[config.mk]
export PLATFORM = sky130hd
export DESIGN_NAME = sc_phase_gen
export DESIGN_NICKNAME = d
export VERILOG_FILES = /design/src/rtl/sc_phase_gen.sv
export SDC_FILE = /design/constraint.sdc
export NUM_CORES = 1
export LEC_CHECK = 0
export BUFFER_PORTS_ARGS = -buffer_cell sky130_fd_sc_hd__buf_2
export CAP_MARGIN = 20
export CORE_AREA = 2 2 147 149
export CTS_CLUSTER_SIZE = 8
export DETAILED_ROUTE_END_ITERATION = 6
export DIE_AREA = 0 0 149 151
export SLEW_MARGIN = 10
export SYNTH_ARGS = -nofsm -noshare
export SYNTH_HDL_FRONTEND = slang
export SYNTH_SLANG_ARGS = --single-unit
[constraint.sdc]
create_clock -name clk -period 9.4 [get_ports clk]
set_input_delay 0 -clock clk [delete_from_list [all_inputs] [get_ports clk]]
set_output_delay 0 -clock clk [all_outputs]
set_load 0.02 [all_outputs]
[src/rtl/sc_phase_gen.sv]
// Non-overlapping two-phase clock generator for the switched-capacitor filter array.
// Each period runs P1 -> G12 -> P2 -> G21. Every phase output is registered. The
// configuration is captured once per period, on entry to P1.
`timescale 1ns / 1ps
module sc_phase_gen #(
    parameter int unsigned NUM_CH  = 4,
    parameter int unsigned CNT_W   = 8,
    parameter int unsigned BURST_W = 16
) (
    input  logic               clk,
    input  logic               rst_n,
    input  logic               start,
    input  logic               stop,
    input  logic               mode,
    input  logic [CNT_W-1:0]   cfg_p1_len,
    input  logic [CNT_W-1:0]   cfg_p2_len,
    input  logic [CNT_W-1:0]   cfg_gap,
    input  logic [CNT_W-1:0]   cfg_adv,
    input  logic [BURST_W-1:0] cfg_burst,
    input  logic [NUM_CH-1:0]  ch_en,
    output logic [NUM_CH-1:0]  phi1,
    output logic [NUM_CH-1:0]  phi2,
    output logic [NUM_CH-1:0]  phi1e,
    output logic [NUM_CH-1:0]  phi2e,
    output logic               busy,
    output logic               done,
    output logic [BURST_W-1:0] period_cnt
);

    typedef enum logic [2:0] {StIdle, StP1, StG12, StP2, StG21} state_e;

    localparam logic [CNT_W-1:0]   CntOne   = CNT_W'(1);
    localparam logic [BURST_W-1:0] BurstOne = BURST_W'(1);

    state_e             state_q, state_d;
    logic [CNT_W-1:0]   cnt_q, cnt_d;
    logic [CNT_W-1:0]   p1_q, p1_d, p2_q, p2_d, gap_q, gap_d, adv1_q, adv1_d, adv2_q, adv2_d;
    logic [BURST_W-1:0] burst_q, burst_d, period_q, period_d;
    logic               mode_q, mode_d, pend_q, pend_d, done_q, done_d, busy_q, busy_d;
    logic [NUM_CH-1:0]  en_q, en_d;
    logic [NUM_CH-1:0]  phi1_q, phi1_d, phi2_q, phi2_d, phi1e_q, phi1e_d, phi2e_q, phi2e_d;

    // Effective values of the live config inputs: zero lengths become 1, and the advance
    // is clamped so that an early phase stays high for at least one clock.
    logic [CNT_W-1:0]   in_p1, in_p2, in_gap, in_adv1, in_adv2;
    logic [BURST_W-1:0] in_burst;
    logic [BURST_W:0]   period_ext;
    logic               burst_end, enter_p1;

    // Compute the effective config values and the burst-completion test.
    always_comb begin
        in_p1      = (cfg_p1_len == '0) ? CntOne : cfg_p1_len;
        in_p2      = (cfg_p2_len == '0) ? CntOne : cfg_p2_len;
        in_gap     = (cfg_gap == '0) ? CntOne : cfg_gap;
        in_burst   = (cfg_burst == '0) ? BurstOne : cfg_burst;
        in_adv1    = (cfg_adv > in_p1 - CntOne) ? in_p1 - CntOne : cfg_adv;
        in_adv2    = (cfg_adv > in_p2 - CntOne) ? in_p2 - CntOne : cfg_adv;
        // One extra bit, so the compare still works when the count is saturated.
        period_ext = {1'b0, period_q} + {{BURST_W{1'b0}}, 1'b1};
        burst_end  = mode_q && (period_ext >= {1'b0, burst_q});
    end

    // Next-state logic: sequence the phases, reload the counter and capture the snapshot.
    always_comb begin
        state_d  = state_q;
        cnt_d    = cnt_q;
        p1_d     = p1_q;
        p2_d     = p2_q;
        gap_d    = gap_q;
        adv1_d   = adv1_q;
        adv2_d   = adv2_q;
        burst_d  = burst_q;
        mode_d   = mode_q;
        en_d     = en_q;
        pend_d   = pend_q;
        period_d = period_q;
        done_d   = 1'b0;
        enter_p1 = 1'b0;

        if (state_q != StIdle && stop) begin
            pend_d = 1'b1;
        end

        unique case (state_q)
            StIdle: begin
                if (start) begin
                    enter_p1 = 1'b1;
                    period_d = '0;
                end
            end
            StP1: begin
                if (cnt_q == '0) begin
                    state_d = StG12;
                    cnt_d   = gap_q - CntOne;
                end else begin
                    cnt_d = cnt_q - CntOne;
                end
            end
            StG12: begin
                if (cnt_q == '0) begin
                    state_d = StP2;
                    cnt_d   = p2_q - CntOne;
                end else begin
                    cnt_d = cnt_q - CntOne;
                end
            end
            StP2: begin
                if (cnt_q == '0) begin
                    state_d = StG21;
                    cnt_d   = gap_q - CntOne;
                end else begin
                    cnt_d = cnt_q - CntOne;
                end
            end
            StG21: begin
                if (cnt_q == '0) begin
                    period_d = (&period_q) ? period_q : period_ext[BURST_W-1:0];
                    if (pend_d || burst_end) begin
                        // A pending stop and the end of a burst collapse into one done pulse.
                        state_d = StIdle;
                        pend_d  = 1'b0;
                        done_d  = 1'b1;
                    end else begin
                        enter_p1 = 1'b1;
                    end
                end else begin
                    cnt_d = cnt_q - CntOne;
                end
            end
            default: state_d = StIdle;
        endcase

        if (enter_p1) begin
            state_d = StP1;
            cnt_d   = in_p1 - CntOne;
            p1_d    = in_p1;
            p2_d    = in_p2;
            gap_d   = in_gap;
            adv1_d  = in_adv1;
            adv2_d  = in_adv2;
            burst_d = in_burst;
            mode_d  = mode;
            en_d    = ch_en;
        end
    end

    // Decode the outputs from the next state so that they can be registered.
    // An early phase is high while the remaining count is at least the advance.
    always_comb begin
        busy_d  = (state_d != StIdle);
        phi1_d  = (state_d == StP1) ? en_d : '0;
        phi2_d  = (state_d == StP2) ? en_d : '0;
        phi1e_d = (state_d == StP1 && cnt_d >= adv1_d) ? en_d : '0;
        phi2e_d = (state_d == StP2 && cnt_d >= adv2_d) ? en_d : '0;
    end

    // State, snapshot and output registers.
    always_ff @(posedge clk or negedge rst_n) begin
        if (!rst_n) begin
            state_q  <= StIdle;
            cnt_q    <= '0;
            p1_q     <= CntOne;
            p2_q     <= CntOne;
            gap_q    <= CntOne;
            adv1_q   <= '0;
            adv2_q   <= '0;
            burst_q  <= BurstOne;
            mode_q   <= 1'b0;
            en_q     <= '0;
            pend_q   <= 1'b0;
            period_q <= '0;
            done_q   <= 1'b0;
            busy_q   <= 1'b0;
            phi1_q   <= '0;
            phi2_q   <= '0;
            phi1e_q  <= '0;
            phi2e_q  <= '0;
        end else begin
            state_q  <= state_d;
            cnt_q    <= cnt_d;
            p1_q     <= p1_d;
            p2_q     <= p2_d;
            gap_q    <= gap_d;
            adv1_q   <= adv1_d;
            adv2_q   <= adv2_d;
            burst_q  <= burst_d;
            mode_q   <= mode_d;
            en_q     <= en_d;
            pend_q   <= pend_d;
            period_q <= period_d;
            done_q   <= done_d;
            busy_q   <= busy_d;
            phi1_q   <= phi1_d;
            phi2_q   <= phi2_d;
            phi1e_q  <= phi1e_d;
            phi2e_q  <= phi2e_d;
        end
    end

    assign phi1       = phi1_q;
    assign phi2       = phi2_q;
    assign phi1e      = phi1e_q;
    assign phi2e      = phi2e_q;
    assign busy       = busy_q;
    assign done       = done_q;
    assign period_cnt = period_q;

endmodule

== Word level (Yosys, flattened, before mapping) ==
Cells that the tools add are included.

* Output and inout bits: 34
* Input bits: 57
* Word-level logic and storage cells: 94
* Flip-flop bits (word level): 99

* Eq/ne operators: 9
* Reductions and logical operators: 17
* Add/sub/neg operators: 6
* Muxes and demuxes: 40
* Order comparisons: 5

{| class="wikitable"
|+ Operator list
! cell !! count
|-
| $mux 8 || 11
|-
| $mux 16 || 4
|-
| $sub 8x1->8 const B || 5
|-
| $logic_not 8->1 || 4
|-
| $pmux 16 s2 || 1
|-
| $pmux 8 s3 || 1
|-
| $mux 4 || 5
|-
| $mux 3 || 6
|-
| $add 16x1->17 const B || 1
|-
| $ge 17x16->1 || 1
|-
| $ge 8x8->1 || 2
|-
| $gt 8x8->1 || 2
|-
| $logic_not 16->1 || 1
|-
| $reduce_and 16->1 || 1
|-
| $pmux 3 s5 || 1
|-
| $mux 1 || 10
|-
| $eq 3x2->1 const B || 3
|-
| $eq 3x1->1 const B || 2
|-
| $ne 2x2->1 const B || 3
|-
| $reduce_bool 3->1 || 2
|-
| $logic_and 1x1->1 || 4
|-
| $reduce_and 4->1 || 1
|-
| $eq 3x3->1 const B || 1
|-
| $logic_not 3->1 || 1
|-
| other kinds (4) || 4
|}

== Longest topological paths before layout ==
* Word-level depth: 11
* Gate-level depth with buffers: 25
* Gate-level depth less buffers: 22

== Least setup slack after synthesis ==
Ideal clock, no wire load.

* Path kind: register to register
* From: register period_q[2] (netlist: period_cnt[2])
* To: register phi2e_q[0] (netlist: phi2e[0])
* Data arrival time: 5177 ps
* Path slack: 4104 ps
* Clock period less this slack: 5296 ps
* Stages on the path, launching flop included: 24
* Required time: 9280 ps
* Cells stage by stage: dfrtp_1 -> clkbuf_2 -> nand3_1 -> nor3_1 -> and3_1 -> and3_1 -> nand3_1 -> xnor2_1 -> ha_1 -> nand3_1 -> nor4_1 -> nand2_1 -> nand4_2 -> nand2_1 -> buf_2 -> a221oi_1 -> a21oi_1 -> ha_1 -> a21o_1 -> a21o_1 -> a21o_1 -> a2111oi_0 -> o311ai_2 -> and3_1

* Longest elaborated chain between the ends: 11

{| class="wikitable"
|+ RTL lines
! item !! RTL line !! text
|-
| start, declared || 38 || <nowiki>logic [BURST_W-1:0] burst_q, burst_d, period_q, period_d;</nowiki>
|-
| start signal, assigned || 190 || <nowiki>period_q <= period_d;</nowiki>
|-
| $add 16x1->17 || 59 || <nowiki>period_ext = {1'b0, period_q} + {{BURST_W{1'b0}}, 1'b1};</nowiki>
|-
| $ge 17x16->1 || 60 || <nowiki>burst_end = mode_q && (period_ext >= {1'b0, burst_q});</nowiki>
|-
| $logic_and 1x1->1 || 60 ||
|-
| $logic_or 1x1->1 || 118 || <nowiki>if (pend_d || burst_end) begin</nowiki>
|-
| $mux 1 || 118 ||
|-
| $mux 1 || 116 || <nowiki>if (cnt_q == '0) begin</nowiki>
|-
| $pmux 1 s2 || 84 || <nowiki>unique case (state_q)</nowiki>
|-
| $mux 8 || 133 || <nowiki>if (enter_p1) begin</nowiki>
|-
| via cnt_d[5] || 36 || <nowiki>logic [CNT_W-1:0] cnt_q, cnt_d;</nowiki>
|-
| $ge 8x8->1 || 154 || <nowiki>phi2e_d = (state_d == StP2 && cnt_d >= adv2_d) ? en_d : '0;</nowiki>
|-
| $logic_and 1x1->1 || 154 ||
|-
| $mux 4 || 154 ||
|-
| via phi2e_d[0] || 41 || <nowiki>logic [NUM_CH-1:0] phi1_q, phi1_d, phi2_q, phi2_d, phi1e_q, phi1e_d, phi2e_q, phi2e_d;</nowiki>
|-
| end signal, assigned || 196 || <nowiki>phi2e_q <= phi2e_d;</nowiki>
|-
| end, declared || 41 ||
|}

The timed path passes the listed nets, and every way through them passes these cells.
A chain may end at the register's enable or synchronous reset.

== Final worst setup path ==
* From: register period_q[2] (netlist: period_cnt[2])
* To: register phi1e_q[2] (netlist: phi1e[2])

* Longest elaborated chain between the ends: 11

{| class="wikitable"
|+ RTL lines
! item !! RTL line !! text
|-
| $add 16x1->17 || 59 ||
|-
| $ge 17x16->1 || 60 ||
|-
| $logic_and 1x1->1 || 60 ||
|-
| $logic_or 1x1->1 || 118 ||
|-
| $mux 1 || 118 ||
|-
| $mux 1 || 116 ||
|-
| $pmux 1 s2 || 84 ||
|-
| $mux 8 || 133 ||
|-
| via cnt_d[3] || 36 ||
|-
| $ge 8x8->1 || 153 || <nowiki>phi1e_d = (state_d == StP1 && cnt_d >= adv1_d) ? en_d : '0;</nowiki>
|-
| $logic_and 1x1->1 || 153 ||
|-
| $mux 4 || 153 ||
|-
| via phi1e_d[2] || 41 ||
|-
| end signal, assigned || 195 || <nowiki>phi1e_q <= phi1e_d;</nowiki>
|-
| end, declared || 41 ||
|}

The timed path passes the listed nets, and every way through them passes these cells.

==> metrics.md <==
| Metric | Value |
|---|---|
| CP bufs+invs | `0` |
| Worst Tran Pin Value | `about 0.86 ns` |
| Post-synthesis sequential area ratio | `0.391` |
| IO buf count | `90` |
| Mux cell area share after synthesis | `0.0337` |
| DR iter-0 viols | `341` |
| Dpl hpwl | `roughly 13000 um` |
| Nets | `between 900 and 1k` |
| Status | `completed` |
| Initial DRT Pass Iterations | `4` |
| Area after DPL | `~7100 um^2` |
| Xor and xnor fraction of the mapped netlist area | `0.0524` |
| Netlist cell types | `67` |
| Fin worst setup slack | `between 3 and 4 ns` |
| Setup Crit Path Kind | `reg2reg` |
| Initial Util | `0.305` |
| Most used cell, CP | `nand3_1` |
| DRC | `0` |
| Cell row count | `53` |
| Final Instance Area | `7780 um^2` |
| Share of cells above drive strength 1 | `0.169` |
| Die height | `about 150 um` |
| Latest clock arrival within the worst-skew pair | `between 0.3 and 0.4 ns` |
| Worst slew margin | `0.428` |
| Clock Skew | `~0.02 ns` |
| Clk buf depth | `2` |
| Total grt overflow | `0` |
| First-pass GRT wire length | `roughly 28000 um` |
| Worst path arrival time | `roughly 6.3 ns` |
| CP Launch Type | `register` |
| Leading area contributor after synthesis | `dfrtp_1` |
| Vias in the first global route | `5387` |
| Synth Register Bits | `99` |
| Ys Warns | `0` |
| Leading cell type in the layout, fill and taps excluded | `nand2_1` |
| Post-CTS Setup Bufs | `0` |
| Ys flop type | `dfrtp_1` |
| Resized Gates After CTS | `0` |
| I/O pin cnt | `just over 90` |
| Finish-stage setup viols | `0` |
| Unrepaired setup endpoints after global routing | `no` |
| CTS clk-pin slew, worst paths | `about 0.07 ns` |
| Clock Tree Root | `clkbuf_16` |
| Post-synthesis simple-gate area fraction | `0.193` |
| Largest family of logic cells by synthesized area | `simple AND/OR/NAND/NOR gates` |
| Async set or reset register ratio after synthesis | `1.00` |
| Routed vias | `around 5.6k` |
| Syn avg cell area | `8.97 um^2` |
| Synth Cell Area | `6350 um^2` |
| Crit-path max FO | `66` |
| Largest net degree at the start of global routing | `67` |
| Max-Cap Viols | `0` |
| Crit-path slowest cell | `and2_4` |
| Total track usage | `0.156` |
| Place WS | `between 3 and 4 ns` |
| Detailed Route WL | `~17000 um` |
| Final Critical Period | `6.08 ns` |
| GP Congestion | `0.833` |
| Top-area cell type share of the netlist area | `0.378` |
| VDD IR-drop max | `0.0884 mV` |
| Synth top area cells | `dfrtp_1, ha_1, nand2_1, o21ai_0, xnor2_1` |
| Max Slew Vio Count | `0` |
| DR vias/cell | `roughly 5` |
| Fin crit share | `0.647` |
| HP Class | `in2reg` |
| Total power | `2070 uW` |
| Syn Nets | `roughly 800` |
| CTS sink cnt | `about 100` |
| Critical path endpoint category | `register` |
| Setup TNS | `0 ns` |
| Endpoints failing hold | `0` |
| Die Wd | `between 100 and 150 um` |
| Crit path cell chain | `nand3_1 > nor3_1 > and3_1 > and3_1 > nand3_1 > xnor2_1 > ha_1 > nand3_1 > nor4_1 > nand2_1 > nand4_2 > and2_4 > o221ai_1 > o21ai_0 > ha_1 > a2111o_1 > a21oi_1 > a221oi_1 > and2_1 > o21ai_0 > nor2_1` |
| Post-DRT Antenna Nets | `0` |
| P&R area growth vs syn | `22.6%` |
| Max Fclk | `around 160 MHz` |
| EDFF count, synth | `0` |
| Mapped Cells | `~710` |
| H-tree depth | `3` |
| PwrDens | `roughly 270 nW/um^2` |
| P_leak | `between 0.003 and 0.004 uW` |
| Cell family with most CP delay | `simple AND/OR/NAND/NOR gates` |
| Largest stage delay, worst path | `0.63 ns` |
| Synth Area in Adders | `0.102` |
| Util after Layout | `0.374` |
| Complex-gate fraction of the synthesized area | `0.185` |
| Most frequent cells in the layout | `nand2_1, dfrtp_1, buf_2, o21ai_0, ha_1` |
| Die area | `22500 um^2` |
| Initial antenna violation count | `0` |
| Antenna Cells | `0` |
| CTS tree | `built` |
| Cts bufs inserted | `9` |
| Routed len/inst | `roughly 15 um` |
| CP required | `9.61 ns` |
| Core area | `~21000 um^2` |
cells in the mapped netlist, drive strengths merged (2+ instances only):
| cell | n |
|---|---|
| nand2 | 105 |
| dfrtp | 96 |
| o21ai | 60 |
| ha | 52 |
| nor2 | 51 |
| inv | 45 |
| a21oi | 36 |
| xnor2 | 24 |
| nor3 | 21 |
| clkbuf | 17 |
| mux2i | 15 |
| nand4 | 14 |
| xor2 | 14 |
| nand3 | 13 |
| o21a | 12 |
| a21o | 10 |
| nor4 | 10 |
| o31ai | 10 |
| and3 | 8 |
| a211oi | 6 |
| a221oi | 6 |
| a31oi | 6 |
| buf | 6 |
| or3 | 6 |
| a22o | 5 |
| a2111oi | 4 |
| a22oi | 4 |
| and2 | 4 |
| o211ai | 4 |
| o22ai | 4 |
| or2 | 4 |
| dfstp | 3 |
| nand2b | 3 |
| nor2b | 3 |
| nor4b | 3 |
| a31o | 2 |
| mux2 | 2 |
| nand3b | 2 |
| nor3b | 2 |
| o21bai | 2 |
| o311ai | 2 |
| or4 | 2 |
sequential cells by signal (all words and copies together) (netlist names), 3 cells and up:
name,count
cnt_q,8
adv1_q,8
burst_q,16
phi2e,4
p2_q,8
phi1e,4
period_cnt,16
phi1,4
en_q,4
state_q,3
phi2,4
gap_q,8
adv2_q,8
worst reg2reg max path, delay by kind of cell, from the launching register on:
kind / cells / cell delay, ns
and+or+nand+nor: 12 / 2.99
AOI/OAI and AO/OA: 6 / 1.68
adders and majority gates: 2 / 0.60
DFF: 1 / 0.49
xor gates and xnor gates: 1 / 0.16
repair_timing:
item,in CTS,in global routing
setup endpoints to repair,0,0
hold buffers,38,0
endpoints found under the hold margin,93,0
metrics by stage:
step | hold WS, ns | instances
6_report | 0.0445 | 1108
2_1_floorplan | -0.296 | 708
3_3_place_gp | 0.0675 | 1054
5_1_grt | 0.0622 | 1108
3_5_place_dp | 0.0628 | 1054
4_1_cts | 0.0378 | 1108
per-layer routing:
metal  vias up  track usage  wire length [um]
li1       2766            -                 -
met1      2651        0.200              7780
met2       138        0.265              7990
met3        25       0.0355               854
met4         0       0.0419               291
met5         -            0                 0
final timing paths:
check	from	endpoint	slack, ns	depth (start not counted)
max	period_cnt[2]	phi1e[2]	3.32	21
min	cfg_adv[6]	adv2_q[6]	0.04	3
max reg2reg	period_cnt[2]	phi1e[2]	3.32	21
min reg2reg	adv2_q[6]	adv2_q[6]	0.48	2
max in group asynchronous	rst_n	phi1[0]	8.09	3
min in group asynchronous	rst_n	burst_q[2]	0.19	2
cell families (layout without fill, tap and decap cells):
kind of cell,after synthesis,in the layout
DFF,99,99
xor gates and xnor gates,38,38
AOI/OAI and AO/OA,181,181
and+or+nand+nor,253,253
buffers and inverters,68,193
muxes,17,17
adders and majority gates,52,52
report_power, final:
part	internal, uW	switching [uW]	leakage [uW]
logic	380	556	0.00228
registers	592	130	0.00125
clock network	242	169	0.000161
total	1220	855	0.00369
cell type report:
type                            instances  area (um^2)
Fill cell                            2129        13000
Multi-Input combinational cell        541         3600
Sequential cell                        99         2480
Timing Repair Buffer                  132          863
Tap cell                              275          344
Clock buffer                           11          243
Inverter                               45          169
Clock inverter                          5         82.6
Note: power is estimated with default switching activity, not from simulation.
